==> config.mk <==
export PLATFORM = sky130hd
export DESIGN_NAME = register_block_with_ro
export DESIGN_NICKNAME = d
export VERILOG_FILES = /design/src/rtl/register_block_with_ro.sv
export SDC_FILE = /design/constraint.sdc
export NUM_CORES = 1
export LEC_CHECK = 0
export CORE_MARGIN = 2
export CORE_UTILIZATION = 49
export CTS_CLUSTER_SIZE = 12
export DETAILED_ROUTE_END_ITERATION = 8
export PLACE_DENSITY = 0.87
export SLEW_MARGIN = 20
export SYNTH_ARGS = -nofsm -noshare
export SYNTH_HDL_FRONTEND = slang
export SYNTH_SLANG_ARGS = --single-unit
==> constraint.sdc <==
create_clock -name clk -period 1.3 [get_ports clk]
set_input_delay 0.26 -clock clk [delete_from_list [all_inputs] [get_ports clk]]
set_output_delay 0.26 -clock clk [all_outputs]
set_load 0.1 [all_outputs]
==> src/rtl/register_block_with_ro.sv <==
// Register file: DEPTH host-writable control registers plus DEPTH_RO status registers loaded in parallel from fabric.
// Latency: write visible on o_mem one edge after the strobe; read data and valid one edge after i_r_en.
// Backpressure: none; every strobe is accepted on the edge that samples it.
//
// Ports:
//   clk        : single clock, all state updates on the rising edge
//   reset      : asynchronous active-low reset, clears every register and the read port
//   i_w_en     : write strobe for the RW bank
//   i_w_addr   : RW index for the write (codes >= DEPTH are dropped)
//   i_w_value  : write data
//   i_r_en     : read strobe
//   i_r_addr   : unified read address, RW at 0..DEPTH-1, RO at DEPTH..DEPTH+DEPTH_RO-1, 0 above
//   o_r_value  : registered read data, holds between reads
//   o_r_valid  : one-cycle pulse per read strobe
//   o_mem      : live RW bank contents, one element per register
//   i_mem_ro   : parallel load data for the RO bank
//   i_wro_en   : load strobe for the RO bank
module register_block_with_ro #(
    parameter int WIDTH    = 16,
    parameter int DEPTH    = 4,
    parameter int DEPTH_RO = 4,
    // A one-entry bank still needs a one-bit address port.
    localparam int WAW = (DEPTH > 1) ? $clog2(DEPTH) : 1,
    localparam int RAW = ((DEPTH + DEPTH_RO) > 1) ? $clog2(DEPTH + DEPTH_RO) : 1
) (
    input  logic                               clk,
    input  logic                               reset,

    input  logic                               i_w_en,
    input  logic [WAW-1:0]                     i_w_addr,
    input  logic [WIDTH-1:0]                   i_w_value,

    input  logic                               i_r_en,
    input  logic [RAW-1:0]                     i_r_addr,
    output logic [WIDTH-1:0]                   o_r_value,
    output logic                               o_r_valid,

    output logic [DEPTH-1:0][WIDTH-1:0]        o_mem,

    input  logic [DEPTH_RO-1:0][WIDTH-1:0]     i_mem_ro,
    input  logic                               i_wro_en
);

    // ------------------------------------------------------------------
    // State
    // ------------------------------------------------------------------
    logic [DEPTH-1:0][WIDTH-1:0]    rw_q,      rw_d;
    logic [DEPTH_RO-1:0][WIDTH-1:0] ro_q,      ro_d;
    logic [WIDTH-1:0]               r_value_q, r_value_d;
    logic                           r_valid_q, r_valid_d;

    // Combinational read selection from the current (pre-edge) bank contents.
    logic [WIDTH-1:0]               rd_sel_dat;

    // ------------------------------------------------------------------
    // RW bank next state: single write port, out-of-range indices dropped.
    // ------------------------------------------------------------------
    always_comb begin
        rw_d = rw_q;
        if (i_w_en) begin
            for (int k = 0; k < DEPTH; k++) begin
                if (32'(i_w_addr) == k) begin
                    rw_d[k] = i_w_value;
                end
            end
        end
    end

    // ------------------------------------------------------------------
    // RO bank next state: all entries captured together, else hold.
    // ------------------------------------------------------------------
    always_comb begin
        ro_d = ro_q;
        if (i_wro_en) begin
            ro_d = i_mem_ro;
        end
    end

    // ------------------------------------------------------------------
    // Unified read mux. It looks at the _q copies, so a read colliding
    // with a write or RO load on the same edge returns the old contents.
    // Codes beyond the RO bank return zero.
    // ------------------------------------------------------------------
    always_comb begin
        rd_sel_dat = '0;
        for (int k = 0; k < DEPTH; k++) begin
            if (32'(i_r_addr) == k) begin
                rd_sel_dat = rw_q[k];
            end
        end
        for (int k = 0; k < DEPTH_RO; k++) begin
            if (32'(i_r_addr) == (DEPTH + k)) begin
                rd_sel_dat = ro_q[k];
            end
        end
    end

    // ------------------------------------------------------------------
    // Read port next state: data holds when no strobe, valid follows strobe.
    // ------------------------------------------------------------------
    always_comb begin
        r_value_d = r_value_q;
        r_valid_d = i_r_en;
        if (i_r_en) begin
            r_value_d = rd_sel_dat;
        end
    end

    // ------------------------------------------------------------------
    // Registers
    // ------------------------------------------------------------------
    always_ff @(posedge clk or negedge reset) begin
        if (!reset) begin
            rw_q      <= '0;
            ro_q      <= '0;
            r_value_q <= '0;
            r_valid_q <= 1'b0;
        end else begin
            rw_q      <= rw_d;
            ro_q      <= ro_d;
            r_value_q <= r_value_d;
            r_valid_q <= r_valid_d;
        end
    end

    // ------------------------------------------------------------------
    // Outputs straight from flops.
    // ------------------------------------------------------------------
    assign o_mem     = rw_q;
    assign o_r_value = r_value_q;
    assign o_r_valid = r_valid_q;

endmodule

# == After elaboration in Yosys (flattened, before gate mapping) ==
# Index checks and enable logic that the tools add are counted.
# word_totals
reg_bits,145
in_bits,90
memories,0
latch_bits,0
mem_bits_ro,0
ramBits,0
out_inout_bits,81
# classes
n_reduce_logical,6
n_mux,8
eq_ne,10
shift,0
addsub,0
order_cmp,0
div_mod_pow,0
bitwise_logic,0
multipliers,0
# op_table
cell,count
$mux W16,8
$eq A3 B3 Y1 const B,4
$reduce_and A2 Y1,4
$eq A3 B2 Y1 const B,2
$eq A2 B2 Y1 const B,2
$eq A3 B1 Y1 const B,1
$logic_not A3 Y1,1
$eq A2 B1 Y1 const B,1
$logic_not A2 Y1,1

# == Depth between registers and ports, before layout ==
# Gate-level depths: netlist (run 1).
# logic_depth
ltp_word,9
mapped_depth,6
depth_no_buf,4

# == Least setup slack after synthesis (run 1) ==
# No wires, ideal clock.
# synth_path
path_type,reg-to-reg
from,"reg rw_q, in the netlist o_mem[26]"
to,"reg r_value_q[10], in the netlist o_r_value[10]"
arrival_time_ps,1525
t_required_ps,1174
setup_time_ps,126
period_less_slack_ps,1651
n_path_buf,0
path_stages_with_launch,4
path_slack_ps,-351
cell_sequence,dfrtp_1 > a221oi_1 > o21ai_1 > a221o_1
# synth_between
elab_chain_cells,7
# synth_rtl
item,line_no,source
from (decl),47,"logic [DEPTH-1:0][WIDTH-1:0] rw_q, rw_d;"
from (signal assigned),119,rw_q <= rw_d;
$mux W16 (3 in series),87,if (32'(i_r_addr) == k) begin
$mux W16 (4 in series),92,if (32'(i_r_addr) == (DEPTH + k)) begin
to (signal assigned),121,r_value_q <= r_value_d;
to (decl),49,"logic [WIDTH-1:0] r_value_q, r_value_d;"
# No other way between the ends.
# A chain may end at the register's enable or synchronous reset.

# == Final worst setup path (run 1) ==
# layout_path
from,"reg rw_q, in the netlist o_mem[6]"
to,"reg r_value_q[6], in the netlist o_r_value[6]"
# layout_between
elab_chain_cells,8
# layout_rtl
item,line_no
$mux W16 (4 in series),87
$mux W16 (4 in series),92
# No other way between the ends.

==> impl_summary.txt, run 1 <==
----------------------------------------------------
[Place]
  Post-DP HPWL ... ~14,000 um
  Placer Congestion ... slightly below 1
  Post-placement setup slack ... -859 ps
  Total instance count after detailed placement ... 821
  Number of port buffers ... 170
  Area after DPL ... about 0.0097 sq mm

[Timing]
  Post-route minimum period ... roughly 1500 ps
  Number of failing hold endpoints at the final stage ... 0
  Setup repair after global routing missed its margin ... yes
  Worst clock skew on the final layout ... around 7.4 ps
  Final period utilization ... 1.13
  Worst setup margin ... -170 ps
  Worst Tran Pin Value ... 521 ps
  Peak clock frequency supported by timing ... ~700 MHz
  Pins Over Slew Limit ... 0
  Number of failing setup endpoints in the final timing report ... between 70 and 80
  Worst relative slew slack ... 0.651
  Setup TNS after final layout ... -5100 ps

[Pwr]
  Internal Power ... roughly 11,000 uW
  Worst vdd ir ... roughly 1.5 mV
  Clock power frac ... 0.240
  Share of power burned in registers ... 0.328
  Leakage power total ... around 0.0045 uW
  Power per cell area ... between 1500 and 2000 mW/mm^2
  Gate power share ... 0.432
  Total net switching power ... between 7000 and 8000 uW
  Switching part of the total power ... 0.401
  Total power after layout ... 19,000 uW

[Floorplan]
  Standard-cell row count ... 41
  Number of top-level design ports ... 171
  Die outline area ... about 0.014 sq mm
  Std-Cell Core Area ... 0.0127 sq mm
  Starting density of the core ... 0.507
  Vert. Die Dim ... ~120 um
  X dimension of the die ... ~120 um

[Route]
  Via count of the routed design ... ~5,400
  Violation count after the first detailed-route iteration ... 425
  Drt drc ... 0
  Vias per Instance ... between 6 and 7
  Wire length per cell after detailed routing ... 26.7 um
  Met1 routed wirelength after detailed routing ... between 8000 and 9000 um
  Detailed-route wire length ... between 20,000 and 25,000 um
  Number of iterations in the first detailed-routing pass ... 6
  Met2 routed wirelength ... 12,100 um
  DR WL met3 ... roughly 1800 um
  Highest layer used for signal routing ... met4
  DRT antenna net count ... 0

[GRT]
  Wire length of the first global-routing pass ... 33,900 um
  Number of antenna violations at the first check in global routing ... 0
  Largest net degree at the start of global routing ... 37
  GRT Overall Usage ... 0.319
  Via count of the first global-routing pass ... roughly 6,000
  Total overflow reported by the global router ... 0

[Yosys]
  Total standard cell area after synthesis ... 0.00645 sq mm
  Post-Syn Nets ... between 500 and 600
  Syn. warnings ... 0
  Register bit count reported by yosys ... between 100 and 150
  Average size of a mapped cell ... 13.8 sq um
  Number of synthesized flops with an enable pin ... 0
  Asr flop ratio synth ... 1.00
  Commonest register cell after synthesis ... sky130_fd_sc_hd__dfrtp_1
  Post-synthesis cell count ... 467
  Count of cell types in the netlist ... 32
  Sequential-to-total area share from yosys stat ... 0.562

[Clock network]
  Clock sink count ... around 150
  Clock buffers created by TritonCTS ... 17
  Cell at the root of the clock tree ... sky130_fd_sc_hd__clkbuf_16
  H-tree levels ... 4
  Deepest clock path buffer count ... 2
  Clock slew seen by the registers of the worst setup and hold paths ... about 60 ps
  Worst-skew pair later-pin latency ... around 440 ps
  Clock tree from TritonCTS ... built

[Critical path]
  Endpoint type of the worst setup path ... register
  Critical-path maximum fanout ... 2
  Capture instance of the worst register-to-register path ... o_r_value[6]
  CP arrival ... 1770 ps
  Setup Crit Path Kind ... register to register
  Source of the worst register-to-register timing path ... o_mem[6]
  Length in cells of the worst reg-to-reg path ... 4
  Endpoint required time on the critical path ... approximately 1600 ps
  Setup slack, reg-to-reg ... -170 ps
  Nature of the critical path startpoint ... register

[Cells and area]
  Most used cells in the layout excluding fill and tap cells ... sky130_fd_sc_hd__mux2_2, sky130_fd_sc_hd__buf_12, sky130_fd_sc_hd__clkdlybuf4s50_1
  Nets@finish ... 796
  Final standard cell area without fillers ... 0.0109 sq mm
  Leading cell type in the layout, fill and taps excluded ... sky130_fd_sc_hd__mux2_2
  FILL cells ... ~570
  Area of the multi-input gates ... slightly below 0.003 sq mm
  Antenna cell count ... 0
  Post-layout instance count excluding filler cells ... just under 900
  Share of final-layout standard cells stronger than drive strength 1 ... 0.605
  Area Growth Syn to Fin ... 68.8%
  Sequential cell area ... 0.00381 sq mm

[Hold path]
  Hold Path Class ... primary input to async pin

[Job]
  Number of maximum-capacitance violations ... 0

[Outcome]
  Status ... finished with violations
  Violations in the final reports ... setup timing

----------------------------------------------------
how the worst max path moves through the flow:
stage                startpoint  slack, ps  cells after the start       endpoint
floorplan             o_mem[26]       -150                      3  o_r_value[10]
global placement    i_r_addr[1]       -790                      6   o_r_value[8]
detailed placement  i_r_addr[2]       -860                      5   o_r_value[4]
CTS                    o_mem[6]       -170                      2       o_mem[6]
global route          o_mem[17]       -200                      5   o_r_value[1]
finish                 o_mem[6]       -170                      4   o_r_value[6]
critical path, cell delays in order (launching register included):
cell	delay, ps
sky130_fd_sc_hd__dfrtp_4	480
sky130_fd_sc_hd__buf_4	150
sky130_fd_sc_hd__a221oi_4	270
sky130_fd_sc_hd__o21ai_2	110
sky130_fd_sc_hd__a221o_1	320
power by group through the flow:
stage	Combinational [uW]	Sequential [uW]	Clock, uW
finish	8220	6230	4570
CTS	7830	6120	4510
floorplan	1100	9200	0
global route	8400	6280	4790
global placement	7280	6140	0
detailed placement	7420	6190	0
sequential cells by signal, indices dropped and copies added (netlist names):
register and cells:
o_mem 64, o_r_valid 1, o_r_value 16, ro_q 64
final cells by class:
class	instances	area share
Sequential cell	145	0.350
Tap cell	172	0.0197
Timing Repair Buffer	250	0.307
Multi-Input combinational cell	286	0.272
Timing Repair inverter	1	0.000689
Clock inverter	7	0.00551
Inverter	5	0.00207
Clock buffer	25	0.0436
stage by stage:
step           hold WS [ps]   util
2_1_floorplan         -35.6      -
3_3_place_gp            163  0.759
3_5_place_dp            171  0.759
4_1_cts                 286  0.831
5_1_grt                 317  0.857
6_report                291  0.857
synth_stat cells, types with 2 or more instances:
master / number / area [sq um]
sky130_fd_sc_hd__nor2b_1: 2 / 12.5
sky130_fd_sc_hd__clkbuf_1: 9 / 33.8
sky130_fd_sc_hd__mux2i_1: 38 / 380
sky130_fd_sc_hd__dfrtp_1: 145 / 3630
sky130_fd_sc_hd__buf_2: 12 / 60.1
sky130_fd_sc_hd__a221o_1: 3 / 30.0
sky130_fd_sc_hd__nor2_1: 15 / 56.3
sky130_fd_sc_hd__o21a_1: 3 / 22.5
sky130_fd_sc_hd__nand3_1: 2 / 10.0
sky130_fd_sc_hd__buf_6: 2 / 22.5
sky130_fd_sc_hd__buf_4: 8 / 60.1
sky130_fd_sc_hd__o221ai_1: 2 / 17.5
sky130_fd_sc_hd__o2bb2ai_1: 20 / 175
sky130_fd_sc_hd__a221oi_1: 16 / 140
sky130_fd_sc_hd__a21oi_1: 8 / 40.0
sky130_fd_sc_hd__nand3b_1: 4 / 30.0
sky130_fd_sc_hd__inv_1: 4 / 15.0
sky130_fd_sc_hd__nand2_1: 7 / 26.3
sky130_fd_sc_hd__a31oi_1: 5 / 31.3
sky130_fd_sc_hd__o21ai_0: 8 / 40.0
sky130_fd_sc_hd__mux2_2: 127 / 1430
sky130_fd_sc_hd__a311oi_1: 2 / 17.5
sky130_fd_sc_hd__o21ai_1: 3 / 15.0
sky130_fd_sc_hd__o22ai_1: 13 / 81.3
sky130_fd_sc_hd__nand2b_1: 2 / 12.5
metal layers:
layer	up-vias	track usage
met2	337	0.541
met1	2740	0.361
met4	0	0.163
met5	-	0
li1	2232	-
met3	99	0.0985
cell families after synthesis:
family	after synthesis	share of synthesized area
AO/OA/AOI/OAI	85	0.0969
buffers and inverters	36	0.0302
flip-flops	145	0.562
multiplexers	166	0.282
AND/OR/NAND/NOR	35	0.0283
timing repair:
item	CTS	global route
hold buffers	1	0
endpoints found under the setup margin	83	133
pin swaps	6	11
hold endpoints to repair	27	0
gates cloned	1	0
gates resized for setup	46	37
buffers inserted	24	12
No activity file was read; power rests on OpenSTA's default activity.
==> run 2, diff against run 1 <==
--- a/config.mk
+++ b/config.mk
@@ -5,6 +5,7 @@
 export SDC_FILE = /design/constraint.sdc
 export NUM_CORES = 1
 export LEC_CHECK = 0
+export CORE_ASPECT_RATIO = 1.25
 export CORE_MARGIN = 2
 export CORE_UTILIZATION = 49
 export CTS_CLUSTER_SIZE = 12
==> impl_summary.txt, run 2 (same netlist as run 1, synthesis figures left out) <==
----------------------------------------------------
[GRT]
  Largest net degree at the start of global routing ... 39
  Total overflow reported by the global router ... 0
  Wire length of the first global-routing pass ... roughly 39,000 um
  Number of antenna violations at the first check in global routing ... 3
  Via count of the first global-routing pass ... slightly above 6,000
  GRT Overall Usage ... 0.376

[Route]
  Vias per Instance ... roughly 6.8
  Violation count after the first detailed-route iteration ... 745
  DRT antenna net count ... 0
  Number of iterations in the first detailed-routing pass ... 5
  Via count of the routed design ... 6,173
  Wire length per cell after detailed routing ... 35.1 um
  Detailed-route wire length ... approximately 32,000 um
  Drt drc ... 0

[Critical path]
  Setup Crit Path Kind ... register to register
  Critical path buffers and inverters ... 1
  Endpoint type of the worst setup path ... register
  Endpoint required time on the critical path ... 1630 ps
  Setup slack, reg-to-reg ... -350 ps
  Category of cells accounting for the largest share of critical-path delay ... compound AO/OA/AOI/OAI gates
  Source of the worst register-to-register timing path ... o_mem[18]
  Cell chain of the critical path ... buf_4 -> a221oi_4 -> o21ai_2 -> a221o_1
  Nature of the critical path startpoint ... register
  CP arrival ... between 1500 and 2000 ps
  Worst path max stage delay ... approximately 500 ps
  Capture instance of the worst register-to-register path ... o_r_value[2]
  Critical-path maximum fanout ... 2
  Length in cells of the worst reg-to-reg path ... 4
  Cell at the slowest stage of the critical path ... sky130_fd_sc_hd__dfrtp_4

[Cells and area]
  Nets@finish ... 818
  Area Growth Syn to Fin ... 73.9%
  Most used cells in the layout excluding fill and tap cells ... sky130_fd_sc_hd__mux2_2, sky130_fd_sc_hd__buf_12, sky130_fd_sc_hd__clkdlybuf4s50_1
  Leading cell type in the layout, fill and taps excluded ... sky130_fd_sc_hd__mux2_2
  Post-layout instance count excluding filler cells ... roughly 900
  Share of final-layout standard cells stronger than drive strength 1 ... 0.628

[Clock network]
  Clock buffers created by TritonCTS ... 17
  Clock sink count ... about 150
  Worst-skew pair later-pin latency ... ~460 ps
  Clock tree from TritonCTS ... built
  H-tree levels ... 4
  Cell at the root of the clock tree ... sky130_fd_sc_hd__clkbuf_16
  Clock slew seen by the registers of the worst setup and hold paths ... approximately 70 ps
  Deepest clock path buffer count ... 2

[Pwr]
  Power per cell area ... between 1500 and 2000 mW/mm^2
  Worst vdd ir ... slightly above 2 mV
  Leakage power total ... approximately 0.0047 uW

[Timing]
  Number of failing hold endpoints at the final stage ... 0
  Worst Tran Pin Value ... about 800 ps
  Peak clock frequency supported by timing ... between 600 and 700 MHz
  Setup TNS after final layout ... -10,690 ps
  Post-route minimum period ... ~1700 ps
  Worst relative slew slack ... 0.455
  Final period utilization ... 1.27
  Worst clock skew on the final layout ... about 11 ps
  Pins Over Slew Limit ... 0
  Setup repair after global routing missed its margin ... yes
  Number of failing setup endpoints in the final timing report ... 95
  Worst setup margin ... -353 ps

[Job]
  Number of maximum-capacitance violations ... 0

[Outcome]
  Violations in the final reports ... setup timing
  Status ... finished with violations

[Floorplan]
  Vert. Die Dim ... between 100 and 150 um
  Std-Cell Core Area ... roughly 0.013 sq mm
  Standard-cell row count ... 46
  Number of top-level design ports ... between 150 and 200
  Die outline area ... ~0.014 sq mm
  Starting density of the core ... 0.505
  X dimension of the die ... approximately 110 um

[Place]
  Placer Congestion ... a little under 0.9
  Post-DP HPWL ... 14,400 um
  Total instance count after detailed placement ... 831
  Number of port buffers ... 170

[Hold path]
  Hold Path Class ... primary input to async pin

----------------------------------------------------
==> run 2: what timing repair did <==
| item | CTS | global route |
|---|---|---|
| hold buffers | 1 | 0 |
| endpoints found under the setup margin | 116 | 105 |
| gates resized for setup | 56 | 49 |
| setup buffers | 31 | 13 |
| pin swaps | 4 | 8 |
| gates cloned | 0 | 1 |
| endpoints found under the hold margin | 31 | 0 |
==> run 2: final cells by class <==
type,instances,area (sq um)
clock buffer,18,429
antenna,3,7.51
inverter,5,22.5
timing repair buffer,273,3570
multi-input combinational,286,3040
fill,472,1560
tap,168,210
clock inverter,14,143
sequential,145,3810
==> run 2: per-layer routing <==
| layer | track usage | part of all wire | up-vias |
|---|---|---|---|
| met5 | 0 | 0.00041 | - |
| met1 | 0.457 | 0.32 | 3010 |
| met3 | 0.0949 | 0.11 | 256 |
| li1 | - | - | 2273 |
| met4 | 0.198 | 0.097 | 2 |
| met2 | 0.615 | 0.47 | 632 |
==> run 2: worst max path at each step <==
stage | start | endpoint | cells past startpoint
after floorplan | o_mem[26] | o_r_value[10] | 3
after global placement | i_r_addr[2] | o_r_value[4] | 5
after detailed placement | i_r_addr[1] | o_r_value[7] | 6
after CTS | o_mem[5] | o_mem[5] | 2
after global routing | o_mem[18] | o_r_value[2] | 4
final | o_mem[18] | o_r_value[2] | 4
==> run 2: through the flow <==
step           utilization  area (sq um)  total power [uW]  hold slack [ps]  worst slack [ps]
6_report             0.878         11200             20300              310              -353
5_1_grt              0.878         11200             20500              345              -350
2_1_floorplan            -          6660             10300            -35.6              -153
3_5_place_dp         0.766          9790             13700              181              -778
4_1_cts              0.847         10800             19000              304              -175
3_3_place_gp         0.766          9790             13500              174              -689
==> run 2: report_power, final <==
group / switching, uW / leakage [uW] / internal [uW]
combinational: 5370 / 0.00276 / 3500
sequential: 966 / 0.00164 / 5360
clock: 2260 / 0.000275 / 2810
